--- config.mk ---
export PLATFORM = sky130hd
export DESIGN_NAME = i2s_tx_slave
export DESIGN_NICKNAME = d
export VERILOG_FILES = /design/src/rtl/i2s_tx_slave.sv
export SDC_FILE = /design/constraint.sdc
export NUM_CORES = 1
export LEC_CHECK = 0
export BUFFER_PORTS_ARGS = -buffer_cell sky130_fd_sc_hd__buf_2
export CELL_PAD_IN_SITES_DETAIL_PLACEMENT = 1
export CELL_PAD_IN_SITES_GLOBAL_PLACEMENT = 2
export CORE_UTILIZATION = 39
export DETAILED_ROUTE_END_ITERATION = 7
export PLACE_DENSITY_LB_ADDON = 0.1
export SLEW_MARGIN = 20
export SYNTH_ARGS = -nofsm -noshare
export SYNTH_HDL_FRONTEND = slang
export SYNTH_SLANG_ARGS = --single-unit
--- constraint.sdc ---
create_clock -name clk -period 4.2 [get_ports clk]
set_input_delay 1.05 -clock clk [delete_from_list [all_inputs] [get_ports clk]]
set_output_delay 1.05 -clock clk [all_outputs]
set_load 0.01 [all_outputs]
--- src/rtl/i2s_tx_slave.sv ---
// rtl/i2s_tx_slave.sv - I2S transmitter slaved to an external bclk/lrclk master
module i2s_tx_slave #(
   parameter int DATA_W = 16
) (
   input  logic              clk,
   input  logic              reset,
   input  logic              bclk,
   input  logic              lrclk,
   input  logic [DATA_W-1:0] l_sample,
   input  logic [DATA_W-1:0] r_sample,
   input  logic              sample_valid,
   output logic              sample_ready,
   output logic              sdata,
   output logic              underrun
);
   localparam int CNT_W = $clog2(DATA_W + 1);

   typedef enum logic [1:0] {IDLE, DELAY, SHIFT, PAD} state_t;
   state_t state, state_next;

   logic              bclk_s1, bclk_s2, bclk_d;
   logic              lrclk_s1, lrclk_s2;
   logic              lr_prev, lr_seen;
   logic              fall, chg, left_chg, accept, full_next, word_done;
   logic              chan;
   logic              hold_full;
   logic [DATA_W-1:0] hold_l, hold_r, active_l, active_r, word;
   logic [DATA_W-1:0] shreg, shreg_next;
   logic [CNT_W-1:0]  bit_cnt, bit_cnt_next;
   logic              sdata_next;

   // A fall is seen on the synchronized bclk only. lr_seen keeps the
   // very first fall after reset from counting as a channel change.
   assign fall      = bclk_d & ~bclk_s2;
   assign chg       = fall & lr_seen & (lrclk_s2 != lr_prev);
   assign left_chg  = chg & ~lrclk_s2;
   assign accept    = sample_valid & sample_ready;
   assign full_next = accept | (hold_full & ~left_chg);
   assign word      = chan ? active_r : active_l;
   assign word_done = (bit_cnt == CNT_W'(DATA_W));

   // Synchronize bclk/lrclk and remember lrclk as seen at the last fall
   always_ff @(posedge clk) begin
      if (!reset) begin
         bclk_s1  <= 1'b0;
         bclk_s2  <= 1'b0;
         bclk_d   <= 1'b0;
         lrclk_s1 <= 1'b0;
         lrclk_s2 <= 1'b0;
         lr_prev  <= 1'b0;
         lr_seen  <= 1'b0;
         chan     <= 1'b0;
      end else begin
         bclk_s1  <= bclk;
         bclk_s2  <= bclk_s1;
         bclk_d   <= bclk_s2;
         lrclk_s1 <= lrclk;
         lrclk_s2 <= lrclk_s1;
         if (fall) begin
            lr_prev <= lrclk_s2;
            lr_seen <= 1'b1;
         end
         if (chg)
            chan <= lrclk_s2;
      end
   end

   // Holding register handshake and frame-start transfer to the active words.
   // A left change reads the old holding contents, so a pair accepted on the
   // same clk simply becomes the next frame's pair.
   always_ff @(posedge clk) begin
      if (!reset) begin
         hold_l       <= '0;
         hold_r       <= '0;
         active_l     <= '0;
         active_r     <= '0;
         hold_full    <= 1'b0;
         sample_ready <= 1'b1;
         underrun     <= 1'b0;
      end else begin
         underrun <= left_chg & ~hold_full;
         if (left_chg) begin
            if (hold_full) begin
               active_l <= hold_l;
               active_r <= hold_r;
            end else begin
               active_l <= '0;
               active_r <= '0;
            end
         end
         if (accept) begin
            hold_l <= l_sample;
            hold_r <= r_sample;
         end
         hold_full    <= full_next;
         sample_ready <= ~full_next;
      end
   end

   // FSM state register
   always_ff @(posedge clk) begin
      if (!reset)
         state <= IDLE;
      else
         state <= state_next;
   end

   // FSM next-state: every slot starts with a one-bclk delay after the change
   always_comb begin
      state_next = state;
      unique case (state)
         IDLE:  if (chg) state_next = DELAY;
         DELAY: if (fall && !chg) state_next = SHIFT;
         SHIFT: begin
            if (fall) begin
               if (chg)
                  state_next = DELAY;
               else if (word_done)
                  state_next = PAD;
            end
         end
         PAD:   if (chg) state_next = DELAY;
         default: state_next = IDLE;
      endcase
   end

   // FSM outputs: next serial bit, shift register and bit counter
   always_comb begin
      sdata_next   = sdata;
      shreg_next   = shreg;
      bit_cnt_next = bit_cnt;
      unique case (state)
         IDLE: sdata_next = 1'b0;
         DELAY: begin
            sdata_next = 1'b0;
            if (fall && !chg) begin
               sdata_next   = word[DATA_W-1];
               shreg_next   = word << 1;
               bit_cnt_next = CNT_W'(1);
            end
         end
         SHIFT: begin
            if (fall) begin
               if (chg || word_done) begin
                  sdata_next   = 1'b0;
                  bit_cnt_next = '0;
               end else begin
                  sdata_next   = shreg[DATA_W-1];
                  shreg_next   = shreg << 1;
                  bit_cnt_next = bit_cnt + CNT_W'(1);
               end
            end
         end
         PAD: sdata_next = 1'b0;
         default: sdata_next = 1'b0;
      endcase
   end

   // Serializer registers; reset aborts any word in flight
   always_ff @(posedge clk) begin
      if (!reset) begin
         sdata   <= 1'b0;
         shreg   <= '0;
         bit_cnt <= '0;
      end else begin
         sdata   <= sdata_next;
         shreg   <= shreg_next;
         bit_cnt <= bit_cnt_next;
      end
   end

endmodule

# After elaboration in Yosys (flattened, before gate mapping)
# Index checks and enable logic that the tools add are counted.
dict set report totals {
  inputBits 37
  output_inout_bits 3
  register_bits 99
}
dict set report classes {
  n_reduce_logical 9
  n_addsub 1
  n_eq_ne 10
  muxes 21
  bitwise_logic 13
}
# op n
set op_table {}
lappend op_table {{16-bit 2-to-1 mux} 6}
lappend op_table {{16-bit case mux with 2 select lines} 1}
lappend op_table {{5-bit 2-to-1 mux} 3}
lappend op_table {{2-bit 2-to-1 mux} 5}
lappend op_table {{5-bit case mux with 2 select lines} 1}
lappend op_table {{4-bit AND reduction} 2}
lappend op_table {{1-bit bitwise AND} 7}
lappend op_table {{2-bit inequality test, second input constant} 3}
lappend op_table {{2-bit case mux with 3 select lines} 1}
lappend op_table {{5-bit by 1-bit adder with 5-bit output, second input constant} 1}
lappend op_table {{5-bit == test, second input constant} 1}
lappend op_table {{1-bit inverter} 5}
lappend op_table {{2-bit == test, second input constant} 2}
lappend op_table {{1-bit 2-to-1 mux} 3}
lappend op_table {{3-bit inequality test, second input constant} 1}
lappend op_table {{1-bit case mux with 3 select lines} 1}
lappend op_table {{3-bit AND reduction} 1}
lappend op_table {{2-bit by 1-bit == test with 1-bit output, second input constant} 1}
lappend op_table {{2-bit zero test} 1}
lappend op_table {{2-bit by 1-bit inequality test with 1-bit output, second input constant} 1}
lappend op_table {{2-bit nonzero test} 1}
lappend op_table {{2-bit OR reduction} 1}
lappend op_table {{1-bit logical AND} 1}
lappend op_table {{1-bit zero test} 1}
lappend op_table {{other kinds (3)} 3}

# Logic depth before layout (Yosys ltp)
# Gate-level depths: netlist of run 1.
dict set report logic_depth {
  depth_word 9
  ltp_mapped 8
}

# Least setup slack after synthesis of run 1
# OpenSTA, ideal clock, no wires.
dict set report synth_path {
  kind {input port to flip-flop}
  start {input port reset}
  end {register active_l[0]}
  setup_ps 59
  path_stages 4
  slack_ps 2309
  required_ps 4141
  arrival_time_ps 1832
  cell_sequence {inv_2 -> nor2_1 -> clkbuf_1 -> a22o_1}
}
# element line_no
set synth_rtl {}
lappend synth_rtl {{start: declaration} 6} ;# input logic reset,
lappend synth_rtl {{end signal: assignment} 84} ;# active_l <= hold_l;
lappend synth_rtl {{end: declaration} 27} ;# logic [DATA_W-1:0] hold_l, hold_r, active_l, active_r, word;

# Worst setup path after layout of run 1
dict set report layout_path {
  start {register state[0]}
  end {register bit_cnt[1]}
}
dict set report layout_between {
  elab_chain_len 3
  word_cells_on_any_way 7
  classes_between {eq/ne: 4; mux: 1; reduce/logical: 2}
}
# element line_no
set layout_lines {}
lappend layout_lines {{start: declaration} 19} ;# state_t state, state_next;
lappend layout_lines {{start signal: assignment} 105} ;# state <= state_next;
lappend layout_lines {{2-bit by 1-bit == test with 1-bit output or 2-bit == test (tied branches)} 132} ;# unique case (state)
lappend layout_lines {{2-bit inequality test (no line) or 2-bit nonzero test (tied branches)} n/a}
lappend layout_lines {{3-bit AND reduction (no line)} n/a}
lappend layout_lines {{end signal: assignment} 168} ;# bit_cnt <= bit_cnt_next;
lappend layout_lines {{end: declaration} 29} ;# logic [CNT_W-1:0] bit_cnt, bit_cnt_next;
# Parallel ways exist; a longest one is shown, timed or not.
# A chain may end at the register's enable or synchronous reset.

==> metrics.md, run 1 <==
| Metric | Value |
|---|---|
| Switching power | `0.497 mW` |
| CP dominant cell by count | `inv_1` |
| H-tree levels | `3` |
| Largest net degree at the start of global routing | `53` |
| Syn Area/Cell | `9.18 sq um` |
| Wirelength per Cell | `16.0 um` |
| Die width | `~100 um` |
| Setup bufs post-CTS | `0` |
| Initial antenna violation count | `0` |
| Share of cells above drive strength 1 | `0.155` |
| Final-layout fill cell count | `1130` |
| CTS tree | `built` |
| Overall power | `1.87 mW` |
| Ys Warns | `0` |
| Switching power share of the total | `0.265` |
| Cell count after synthesis | `approximately 420` |
| Fin crit share | `0.541` |
| Syn Std Cell Area | `3810 sq um` |
| Cell taking the most area after synthesis | `dfxtp_1` |
| Crit start category | `flip-flop` |
| Post-synthesis sequential area ratio | `0.515` |
| Num rows | `35` |
| Antenna Cells | `0` |
| Clk sinks | `98` |
| Antenna Nets Post-Route | `0` |
| Initial DRT Pass Iterations | `4` |
| CP Data Arrival Time | `2510 ps` |
| Type of the worst setup path | `flip-flop to flip-flop` |
| Pre-CTS WS | `1860 ps` |
| Skew final | `9.33 ps` |
| CP required | `4440 ps` |
| CP peak stage delay | `a little under 700 ps` |
| Top cell type's share of synthesized area | `0.515` |
| GR Util All Layers | `0.194` |
| Critical path peak fanout | `31` |
| Total CTS buffers | `9` |
| Largest cells by area after synthesis | `dfxtp_1 51%, nand2_1 8.4%, a22o_1 7.6%` |
| Total number of vias | `~3000` |
| Slew Limit Fails | `0` |
| Die ar. | `10200 sq um` |
| CP bufs+invs | `2` |
| Final Setup Violations | `0` |
| # port buffers | `39` |
| Register share of total power | `0.523` |
| DRT Wirelength | `9.10 mm` |
| Yosys reg bits | `98` |
| Synth unique cells | `39` |
| Final nets | `roughly 480` |
| Vias per cell | `5.29` |
| Initial Utilization | `0.407` |
| Number of max-cap violations | `0` |
| Status | `finished, final reports clean` |
| CP max-delay cell | `inv_1` |
| Worst-path cell chain | `inv_1 > ha_1 > inv_1 > a211oi_1 > o21ai_0 > nor2_1` |
| Die height | `~100 um` |
| Hold Buf Count CTS | `0` |
| CP endpoint kind | `flip-flop` |
| Combinational share of power | `0.107` |
| Power density cells | `between 400 and 500 nW/um^2` |
| Drt drc | `0` |
| Setup TNS | `0 ps` |
| Root Driver | `clkbuf_8` |
| P&R area growth vs syn | `12.5%` |
| DP HPWL | `5.95 mm` |
| Highest Clock Rate | `440 MHz` |
| Worst path top cell family by delay | `buffers and inverters` |
| Max-slew headroom | `0.335` |
| VDD IR max | `0.162 mV` |
| Vias in the first global route | `a little over 3000` |
| Io pins | `40` |
| Setup slack after layout | `1930 ps` |
| Core area | `about 9400 sq um` |
| Routability Congestion | `roughly 0.74` |
| Min-delay worst type | `flip-flop to flip-flop` |
| GRT overflow | `0` |
| Reg clk slew, reported paths | `90 ps` |
| Internal | `1.38 mW` |
| Hold slack final | `448 ps` |
| Leakage power total | `1.65 nW` |
| First DRT Iteration DRCs | `113` |
| Fin. Hold Viols | `0` |
| CTS Buffer Depth | `2` |
| Min Clock Period, post-route | `2270 ps` |
| Least-Margin Pin Slew | `between 900 and 1000 ps` |
| RSZ-0062 raised after global routing | `false` |
| Clock power frac | `0.369` |
| Skew-Pair Late Insertion Delay | `360 ps` |
| Syn nets | `457` |
| First-pass GRT wire length | `15.2 mm` |
| Post-CTS Resized | `0` |
-- sequential cells by signal, indices dropped and copies added, names as in the netlist, 2 cells and up --
signal    flops
hold_l       16
state         2
bit_cnt       5
hold_r       16
active_r     16
active_l     16
shreg        15
-- path summary, 6_finish.rpt --
path	end	slack, ps	startpoint	cells past startpoint
setup / recovery	bit_cnt[1]$_SDFFE_PN0P_	1930	state[0]$_SDFFE_PN0P_	6
hold / removal	lrclk_s2$_SDFF_PN0_	450	lrclk_s1$_SDFF_PN0_	1
setup reg to reg	bit_cnt[1]$_SDFFE_PN0P_	1930	state[0]$_SDFFE_PN0P_	6
hold reg to reg	lrclk_s2$_SDFF_PN0_	450	lrclk_s1$_SDFF_PN0_	1
-- kinds of logic (layout without fill, tap and decap cells) --
kind of cell | after synthesis | count (layout) | share of synthesized area
compound gates | 137 | 137 | 0.239
xor+xnor | 2 | 2 | 0.00657
fa+ha+maj | 5 | 5 | 0.0164
buf+inv | 42 | 67 | 0.0463
flops | 98 | 98 | 0.515
mux | 19 | 19 | 0.0502
simple gates | 112 | 112 | 0.126
-- power by group through the flow --
stage          combinational (mW)  clock (mW)  sequential [mW]
2_1_floorplan               0.144           0            0.995
3_3_place_gp                0.199           0             1.00
4_1_cts                     0.206       0.713            0.981
5_1_grt                     0.229       0.745            0.985
6_report                    0.201       0.692            0.980
3_5_place_dp                0.204           0             1.00
-- cells in the mapped netlist (all sizes together) --
cell type,count
a2111oi,2
a211oi,1
a21o,1
a21oi,55
a221oi,1
a22o,33
a22oi,1
a311o,1
a311oi,1
a31oi,3
and2,6
and3,1
and4bb,1
buf,10
clkbuf,22
dfxtp,98
ha,5
inv,10
mux2,1
mux2i,18
nand2,85
nand2b,2
nand3,3
nor2,5
nor2b,1
nor3,2
nor3b,1
o2111ai,15
o21ai,22
o41ai,1
or3,5
xnor2,1
xor2,1
-- final cells by class --
type                       instances  area, sq um  area share
clock inverter                     5         87.6      0.0204
timing repair buffer              42          218      0.0508
sequential                        98         1960       0.458
clock buffer                      10          138      0.0321
inverter                          10         37.5     0.00876
tap                              129          161      0.0377
multi-input combinational        275         1680       0.393
-- cell usage in the layout (no fill, tap or decap), types with 2 or more instances in the layout --
cell,count
a22o_1,33
nand3_1,3
bufinv_16,2
a31oi_1,3
mux2i_1,18
o2111ai_1,15
and2_1,5
buf_4,3
nor2_1,4
nand2_1,84
dfxtp_1,98
or3_1,5
inv_1,9
a2111oi_0,2
o21ai_0,21
a21oi_1,54
buf_2,39
nand2b_1,2
clkbuf_8,10
ha_1,5
-- metal layers --
metal	up-vias	wire length [um]	global-route usage	share of wire
li1	1513	-	-	-
met5	-	0	0	0
met4	0	125	0.0669	0.014
met1	1450	4500	0.258	0.49
met2	39	4260	0.317	0.47
met3	10	219	0.0354	0.024
-- through the flow --
stage / instance area (sq um) / util / std cells
floorplan: 3810 / - / 415
global placement: 4050 / 0.432 / 554
detailed placement: 4060 / 0.433 / 554
CTS: 4290 / 0.457 / 569
global route: 4290 / 0.457 / 569
finish: 4290 / 0.457 / 569
Note: power is estimated with default switching activity, not from simulation.
==> run 2: changes to the inputs <==
- CORE_UTILIZATION: 39 -> 32
- clock period: 4.2 -> 1.9 ns (I/O delays scaled with it)
==> run 2 against run 1 <==
Compared with the run above: maximum frequency rose by 26%; non-clock buffer count is 10 higher; wire length rose by 2.7%; global-route usage is 3.1 points lower; worst setup slack worse by 1800 ps; via count grew 2.2%; clock power grew to 2.8 times the previous value; sequential power grew 120%; cell area increased by 5.3%; final cell count increased by 4.4%; register-to-register slack got worse by 1800 ps.
==> metrics.md, run 2 (synthesized netlist as in run 1, its figures left out) <==
| Metric | Value |
|---|---|
| Status | `finished, final reports clean` |
| Multi-input gate area | `1680 sq um (about the same)` |
| CTS tree | `built` |
| Initial antenna violation count | `0 (unchanged)` |
| # port buffers | `39 (unchanged)` |
| Worst r2r src | `bit_cnt[1]$_SDFFE_PN0P_` |
| Routability Congestion | `0.762 (+3.5%)` |
| Least-Margin Pin Slew | `548 ps (-448 ps)` |
| Fin. Hold Viols | `0 (unchanged)` |
| Reg clk slew, reported paths | `70 ps (-20 ps)` |
| Die ar. | `12300 sq um (+21%)` |
| Skew final | `6.53 ps (-2.80 ps)` |
| Crit path depth | `6 (unchanged)` |
| Clk sinks | `98 (unchanged)` |
| Setup bufs post-CTS | `0 (unchanged)` |
| Initial DRT Pass Iterations | `4 (unchanged)` |
| Fin crit share | `0.948 (+0.407)` |
| Most frequent cells in the layout | `98 x dfxtp_1, 85 x nand2_1, 55 x a21oi_1` |
| GRT overflow | `0 (unchanged)` |
| Overall power | `4.58 mW (+140%)` |
| Final-layout fill cell count | `1358 (+20%)` |
| Hold path startpoint | `bclk` |
| Setup TNS | `0 ps (unchanged)` |
| Max-slew headroom | `0.635 (+0.300)` |
| Drt drc | `0 (unchanged)` |
| Crit path from | `bit_cnt[1]$_SDFFE_PN0P_` |
| Root Driver | `clkbuf_16` |
| Worst path top cell family by delay | `compound AO/OA/AOI/OAI gates` |
| Largest net degree at the start of global routing | `36 (-32%)` |
| Number of max-cap violations | `0 (unchanged)` |
| Most common cell after layout, fill and taps aside | `dfxtp_1` |
| RSZ-0062 raised after global routing | `false` |
| CP Data Arrival Time | `2050 ps (-460 ps)` |
| Antenna Nets Post-Route | `0 (unchanged)` |
| Leakage power total | `1.75 nW (+6.5%)` |
| Initial Utilization | `0.331 (-0.0757)` |
| H-tree levels | `3 (unchanged)` |
| Hold Buf Count CTS | `0 (unchanged)` |
| Vias in the first global route | `3174 (+3.9%)` |
| DP HPWL | `6.27 mm (+5.4%)` |
| CP endpoint | `sdata$_SDFFE_PN0N_` |
| CP bufs+invs | `1 (-1)` |
| DRT Wirelength | `9.35 mm (+2.7%)` |
| CP required | `2150 ps (-2290 ps)` |
| VDD IR max | `0.320 mV (+97%)` |
| Highest Clock Rate | `555 MHz (+26%)` |
| CP endpoint kind | `flip-flop` |
| Share of cells above drive strength 1 | `0.173 (+0.0184)` |
| Crit start category | `flip-flop` |
| Pre-CTS WS | `2.40 ps (-1860 ps)` |
| CP max-delay cell | `dfxtp_1` |
| Die height | `111 um (+10%)` |
| Core area | `11500 sq um (+23%)` |
| Io pins | `40 (unchanged)` |
| Antenna Cells | `0 (unchanged)` |
| Slew Limit Fails | `0 (unchanged)` |
| Num rows | `39 (+11%)` |
| Total number of vias | `3079 (+2.2%)` |
| Final nets | `488 (+2.1%)` |
| GR Util All Layers | `0.163 (-0.0312)` |
| Min Clock Period, post-route | `1800 ps (-470 ps)` |
| First-pass GRT wire length | `15.8 mm (+4.4%)` |
| Power density cells | `1010 nW/um^2 (+130%)` |
| Critical path peak fanout | `5 (-84%)` |
| Die width | `111 um (+10%)` |
| Type of the worst setup path | `flip-flop to flip-flop` |
| FF+latch area | `1960 sq um (unchanged)` |
| Wirelength per Cell | `15.7 um (-1.7%)` |
| Setup slack after layout | `98.9 ps (-1830 ps)` |
| Skew-Pair Late Insertion Delay | `350 ps (about the same)` |
| Vias per cell | `5.18 (-2.1%)` |
| CTS Buffer Depth | `2 (unchanged)` |
| First DRT Iteration DRCs | `98 (-13%)` |
| R2r setup slk | `100 ps (-1830 ps)` |
| Min-delay worst type | `primary input to flip-flop` |
| Worst-path cell chain | `inv_1 > ha_1 > and4bb_2 > a2111oi_0 > o21ai_0 > a221oi_1` |
| Reg2Reg Depth | `6 (unchanged)` |
| CP peak stage delay | `390 ps (-300 ps)` |
| Total CTS buffers | `9 (unchanged)` |
| Final Setup Violations | `0 (unchanged)` |
| P&R area growth vs syn | `18.4%` |
| Reg-to-reg endpoint | `sdata$_SDFFE_PN0N_` |
-- run 2: cell types whose count changed in the layout (fill, tap and decap cells not counted), moves of 4 or more --
cell,change
buf_4,+6
clkbuf_16,+9
buf_12,+4
clkbuf_8,-10
inv_6,+4
-- run 2: timing repair --
item	CTS	global route
hold endpoints to repair	0	0
setup endpoints to repair	1	16
gates resized for setup	1	3
-- run 2: through the flow --
stage          area [sq um]  std cells   util  hold WS (ps)
2_1_floorplan          3810        415      -           412
3_5_place_dp           4200        578  0.364           424
6_report               4510        594  0.392           336
4_1_cts                4500        594  0.391           326
5_1_grt                4510        594  0.392           336
3_3_place_gp           4200        578  0.364           417
-- run 2: cell type report --
class	instances	area share
Tap cell	143	0.0397
Clock buffer	9	0.0499
Sequential cell	98	0.435
Inverter	10	0.00832
Timing Repair Buffer	52	0.0760
Clock inverter	7	0.0186
Multi-Input combinational cell	275	0.373
-- run 2: layer usage --
layer / part of all wire / global-route usage
met5: 0 / 0
met4: 0.019 / 0.0757
met3: 0.019 / 0.0235
met2: 0.45 / 0.255
met1: 0.51 / 0.222
-- run 2: worst reg2reg max path, delay by kind of cell (launching register included) --
kind            cells  cell delay (ps)
compound gates      3              810
flops               1              390
simple gates        1              270
buf+inv             1               60
fa+ha+maj           1              180
-- run 2: worst min-delay path by stage --
stage	end	slack (ps)	cells after the start
after detailed placement	bclk_s2$_SDFF_PN0_	420	1
final	bclk_s1$_SDFF_PN0_	340	2
after CTS	bclk_s1$_SDFF_PN0_	330	2
after global placement	bclk_s2$_SDFF_PN0_	420	1
after floorplan	bclk_s2$_SDFF_PN0_	410	1
after global routing	bclk_s1$_SDFF_PN0_	340	2
-- run 2: power breakdown --
group / switching (mW) / internal [mW] / leakage, nW
Clock: 0.870 / 1.05 / 0.149
Combinational: 0.322 / 0.175 / 0.809
Sequential: 0.0409 / 2.12 / 0.796
==> run 3: changes to the inputs <==
- ABC_AREA: default -> 1
- CORE_UTILIZATION: 32 -> 30
==> run 3 against run 2 <==
Compared with the run above: non-clock buffer count decreased by 1; worst hold slack got worse by 29 ps; critical path depth increased by 4; worst setup slack improved by 160 ps; sequential power increased by 12%; clock power about the same; die area increased by 15%; global-route usage decreased by 0.086 points; first-iteration DRC count decreased by 6.1%; power increased by 35%.
==> metrics.md, run 3 <==
| Metric | Value |
|---|---|
| Status | `finished, final reports clean` |
| Clk sinks | `98 (unchanged)` |
| Multi-input gate area | `1660 sq um (-1.3%)` |
| Total number of vias | `3621 (+18%)` |
| Crit path depth | `10 (+4)` |
| Number of max-cap violations | `0 (unchanged)` |
| RSZ-0062 raised after global routing | `false` |
| Synth unique cells | `20 (-49%)` |
| Setup bufs post-CTS | `0 (unchanged)` |
| CTS tree | `built` |
| Initial antenna violation count | `0 (unchanged)` |
| CP required | `2150 ps (about the same)` |
| Worst r2r src | `lrclk_s2$_SDFF_PN0_` |
| Inst Count DP | `773 (+34%)` |
| Type of the worst setup path | `flip-flop to flip-flop` |
| Max-slew headroom | `0.693 (+0.0585)` |
| FF+latch area | `1960 sq um (unchanged)` |
| P&R area growth vs syn | `16.6%` |
| CTS Buffer Depth | `2 (unchanged)` |
| Num rows | `42 (+7.7%)` |
| Most frequent cells in the layout | `120 x nand2_1, 98 x dfxtp_1, 93 x nor2_1` |
| Power density cells | `1290 nW/um^2 (+27%)` |
| VDD IR max | `0.425 mV (+33%)` |
| CP endpoint kind | `flip-flop` |
| Dpl cell area | `4480 sq um (+6.8%)` |
| Io pins | `40 (unchanged)` |
| GRT overflow | `0 (unchanged)` |
| Most common cell in the synthesized netlist | `nand2_1` |
| Primary FF master, synth | `dfxtp_1` |
| Share of cells above drive strength 1 | `0.119 (-0.0539)` |
| CP Data Arrival Time | `1900 ps (-150 ps)` |
| Leakage power total | `2.00 nW (+14%)` |
| Largest cells by area after synthesis | `dfxtp_1 48%, nand2_1 11%, nor2_1 8.5%` |
| Commonest cells in the netlist | `120 x nand2_1, 98 x dfxtp_1, 93 x nor2_1` |
| Reg-to-reg endpoint | `shreg[10]$_SDFFE_PN0P_` |
| CP dominant cell by count | `nand2_1` |
| Worst-path cell chain | `inv_1 > nand2_1 > nand2_1 > nand2_2 > nand2_1 > nand2_2 > buf_4 > nand4_1 > nand2_1 > nor2_1` |
| Post-synth EDFFs | `0 (unchanged)` |
| Cell taking the most area after synthesis | `dfxtp_1` |
| Die width | `119 um (+7.1%)` |
| Final Setup Violations | `0 (unchanged)` |
| Core Util, Final | `0.360 (-0.0315)` |
| Post-synthesis sequential area ratio | `0.478 (-0.0372)` |
| Reg2Reg Depth | `10 (+4)` |
| Critical path peak fanout | `15 (+10)` |
| GR Util All Layers | `0.162 (-0.000862)` |
| CP peak stage delay | `430 ps (+40 ps)` |
| Skew-Pair Late Insertion Delay | `350 ps (about the same)` |
| Hold depth | `3 (+1)` |
| Least-Margin Pin Slew | `456 ps (-92.4 ps)` |
| Min-delay worst type | `primary input to flip-flop` |
| Finished Layout Cells | `789 (+33%)` |
| Overall power | `6.18 mW (+35%)` |
| Initial Utilization | `0.309 (-0.0220)` |
| CP bufs+invs | `2 (+1)` |
| Reg clk slew, reported paths | `70 ps (about the same)` |
| Final-layout fill cell count | `1688 (+24%)` |
| # port buffers | `39 (unchanged)` |
| Vias in the first global route | `3663 (+15%)` |
| Vias per cell | `4.59 (-11%)` |
| Antenna Cells | `0 (unchanged)` |
| Crit start category | `flip-flop` |
| Antenna Nets Post-Route | `0 (unchanged)` |
| Slew Limit Fails | `0 (unchanged)` |
| Fin. Hold Viols | `0 (unchanged)` |
| Fin crit share | `0.864 (-0.0843)` |
| Skew final | `6.31 ps (-0.214 ps)` |
| Setup TNS | `0 ps (unchanged)` |
| First DRT Iteration DRCs | `92 (-6.1%)` |
| Hold path startpoint | `lrclk` |
| Root Driver | `clkbuf_16` |
| Async S/R FF share, synth | `0 (unchanged)` |
| Top cell type's share of synthesized area | `0.478 (-0.0372)` |
| CP max-delay cell | `dfxtp_1` |
| Most common cell after layout, fill and taps aside | `nand2_1` |
| Highest Clock Rate | `609 MHz (+9.8%)` |
| Cell count after synthesis | `582 (+40%)` |
| Ys Warns | `0 (unchanged)` |
| Syn Area/Cell | `7.06 sq um (-23%)` |
| First-pass GRT wire length | `17.9 mm (+13%)` |
| H-tree levels | `3 (unchanged)` |
| Syn nets | `624 (+37%)` |
| Min Clock Period, post-route | `1640 ps (-160 ps)` |
| DRT Wirelength | `10.5 mm (+12%)` |
| Worst path top cell family by delay | `simple AND/OR/NAND/NOR gates` |
| Core area | `13300 sq um (+15%)` |
| Hold path endpoint | `lrclk_s1$_SDFF_PN0_` |
| R2r setup slk | `260 ps (+160 ps)` |
| Initial DRT Pass Iterations | `4 (unchanged)` |
| Largest net degree at the start of global routing | `35 (-2.8%)` |
| Routability Congestion | `0.772 (+1.3%)` |
| DP HPWL | `7.14 mm (+14%)` |
| Syn Std Cell Area | `4110 sq um (+7.8%)` |
| Total CTS buffers | `9 (unchanged)` |
| Wirelength per Cell | `13.3 um (-15%)` |
| Final nets | `650 (+33%)` |
| Die height | `119 um (+7.1%)` |
| Final instance area | `4790 sq um (+6.2%)` |
| Yosys reg bits | `98 (unchanged)` |
| Drt drc | `0 (unchanged)` |
| Die ar. | `14200 sq um (+15%)` |
==> run 3: routing by layer <==
metal | GRT usage | share of wire | vias to the layer above
met2 | 0.249 | 0.42 | 31
met1 | 0.222 | 0.54 | 1698
met4 | 0.0736 | 0.019 | 0
li1 | - | - | 1881
met3 | 0.0259 | 0.018 | 11
met5 | 0 | 0 | -
==> run 3: kinds of logic after synthesis <==
| logic type | share of synthesized area |
|---|---|
| and+or+nand+nor | 0.242 |
| buffers and inverters | 0.120 |
| AOI/OAI and AO/OA | 0.143 |
| DFF | 0.478 |
| adders and majority gates | 0.0152 |
| xor gates and xnor gates | 0.00213 |
==> run 3: timing repair <==
item                                    CTS  global route
hold endpoints to repair                  0             0
gates resized for setup                   0             1
endpoints found under the setup margin    0             3
hold buffers                              0             0
==> run 3: area by class of cell <==
class                   instances  area share
well taps                     176      0.0460
repair buffers                 51      0.0648
inverters                      89      0.0697
flip-flops and latches         98       0.410
clock inverters                 5      0.0128
multi-input cells             359       0.346
clock buffers                  11      0.0507
==> run 3: worst max path at each step <==
stage          slack, ps                       to             startpoint
3_5_place_dp         170  bit_cnt[3]$_SDFFE_PN0P_    lrclk_s2$_SDFF_PN0_
6_report             260   shreg[10]$_SDFFE_PN0P_    lrclk_s2$_SDFF_PN0_
4_1_cts              170  bit_cnt[3]$_SDFFE_PN0P_    lrclk_s2$_SDFF_PN0_
2_1_floorplan        340   shreg[10]$_SDFFE_PN0P_  state[0]$_SDFFE_PN0P_
3_3_place_gp         290  bit_cnt[4]$_SDFFE_PN0P_  state[0]$_SDFFE_PN0P_
5_1_grt               30    shreg[4]$_SDFFE_PN0P_    lrclk_s2$_SDFF_PN0_
==> run 3: stage by stage <==
stage	hold WS, ps	setup WS [ps]
after floorplan	390	336
after global placement	405	293
after detailed placement	411	174
after CTS	295	165
after global routing	322	28.8
final	306	259
==> run 3: power breakdown <==
| part | internal (mW) | switching (mW) |
|---|---|---|
| Combinational | 0.643 | 1.21 |
| Sequential | 2.33 | 0.106 |
| Clock | 1.07 | 0.829 |
| Total | 4.04 | 2.15 |
==> run 3: tightest hold or removal path, delay by kind of cell <==
kind	cells	cell delay, ps
buf+inv	2	110
simple gates	1	40
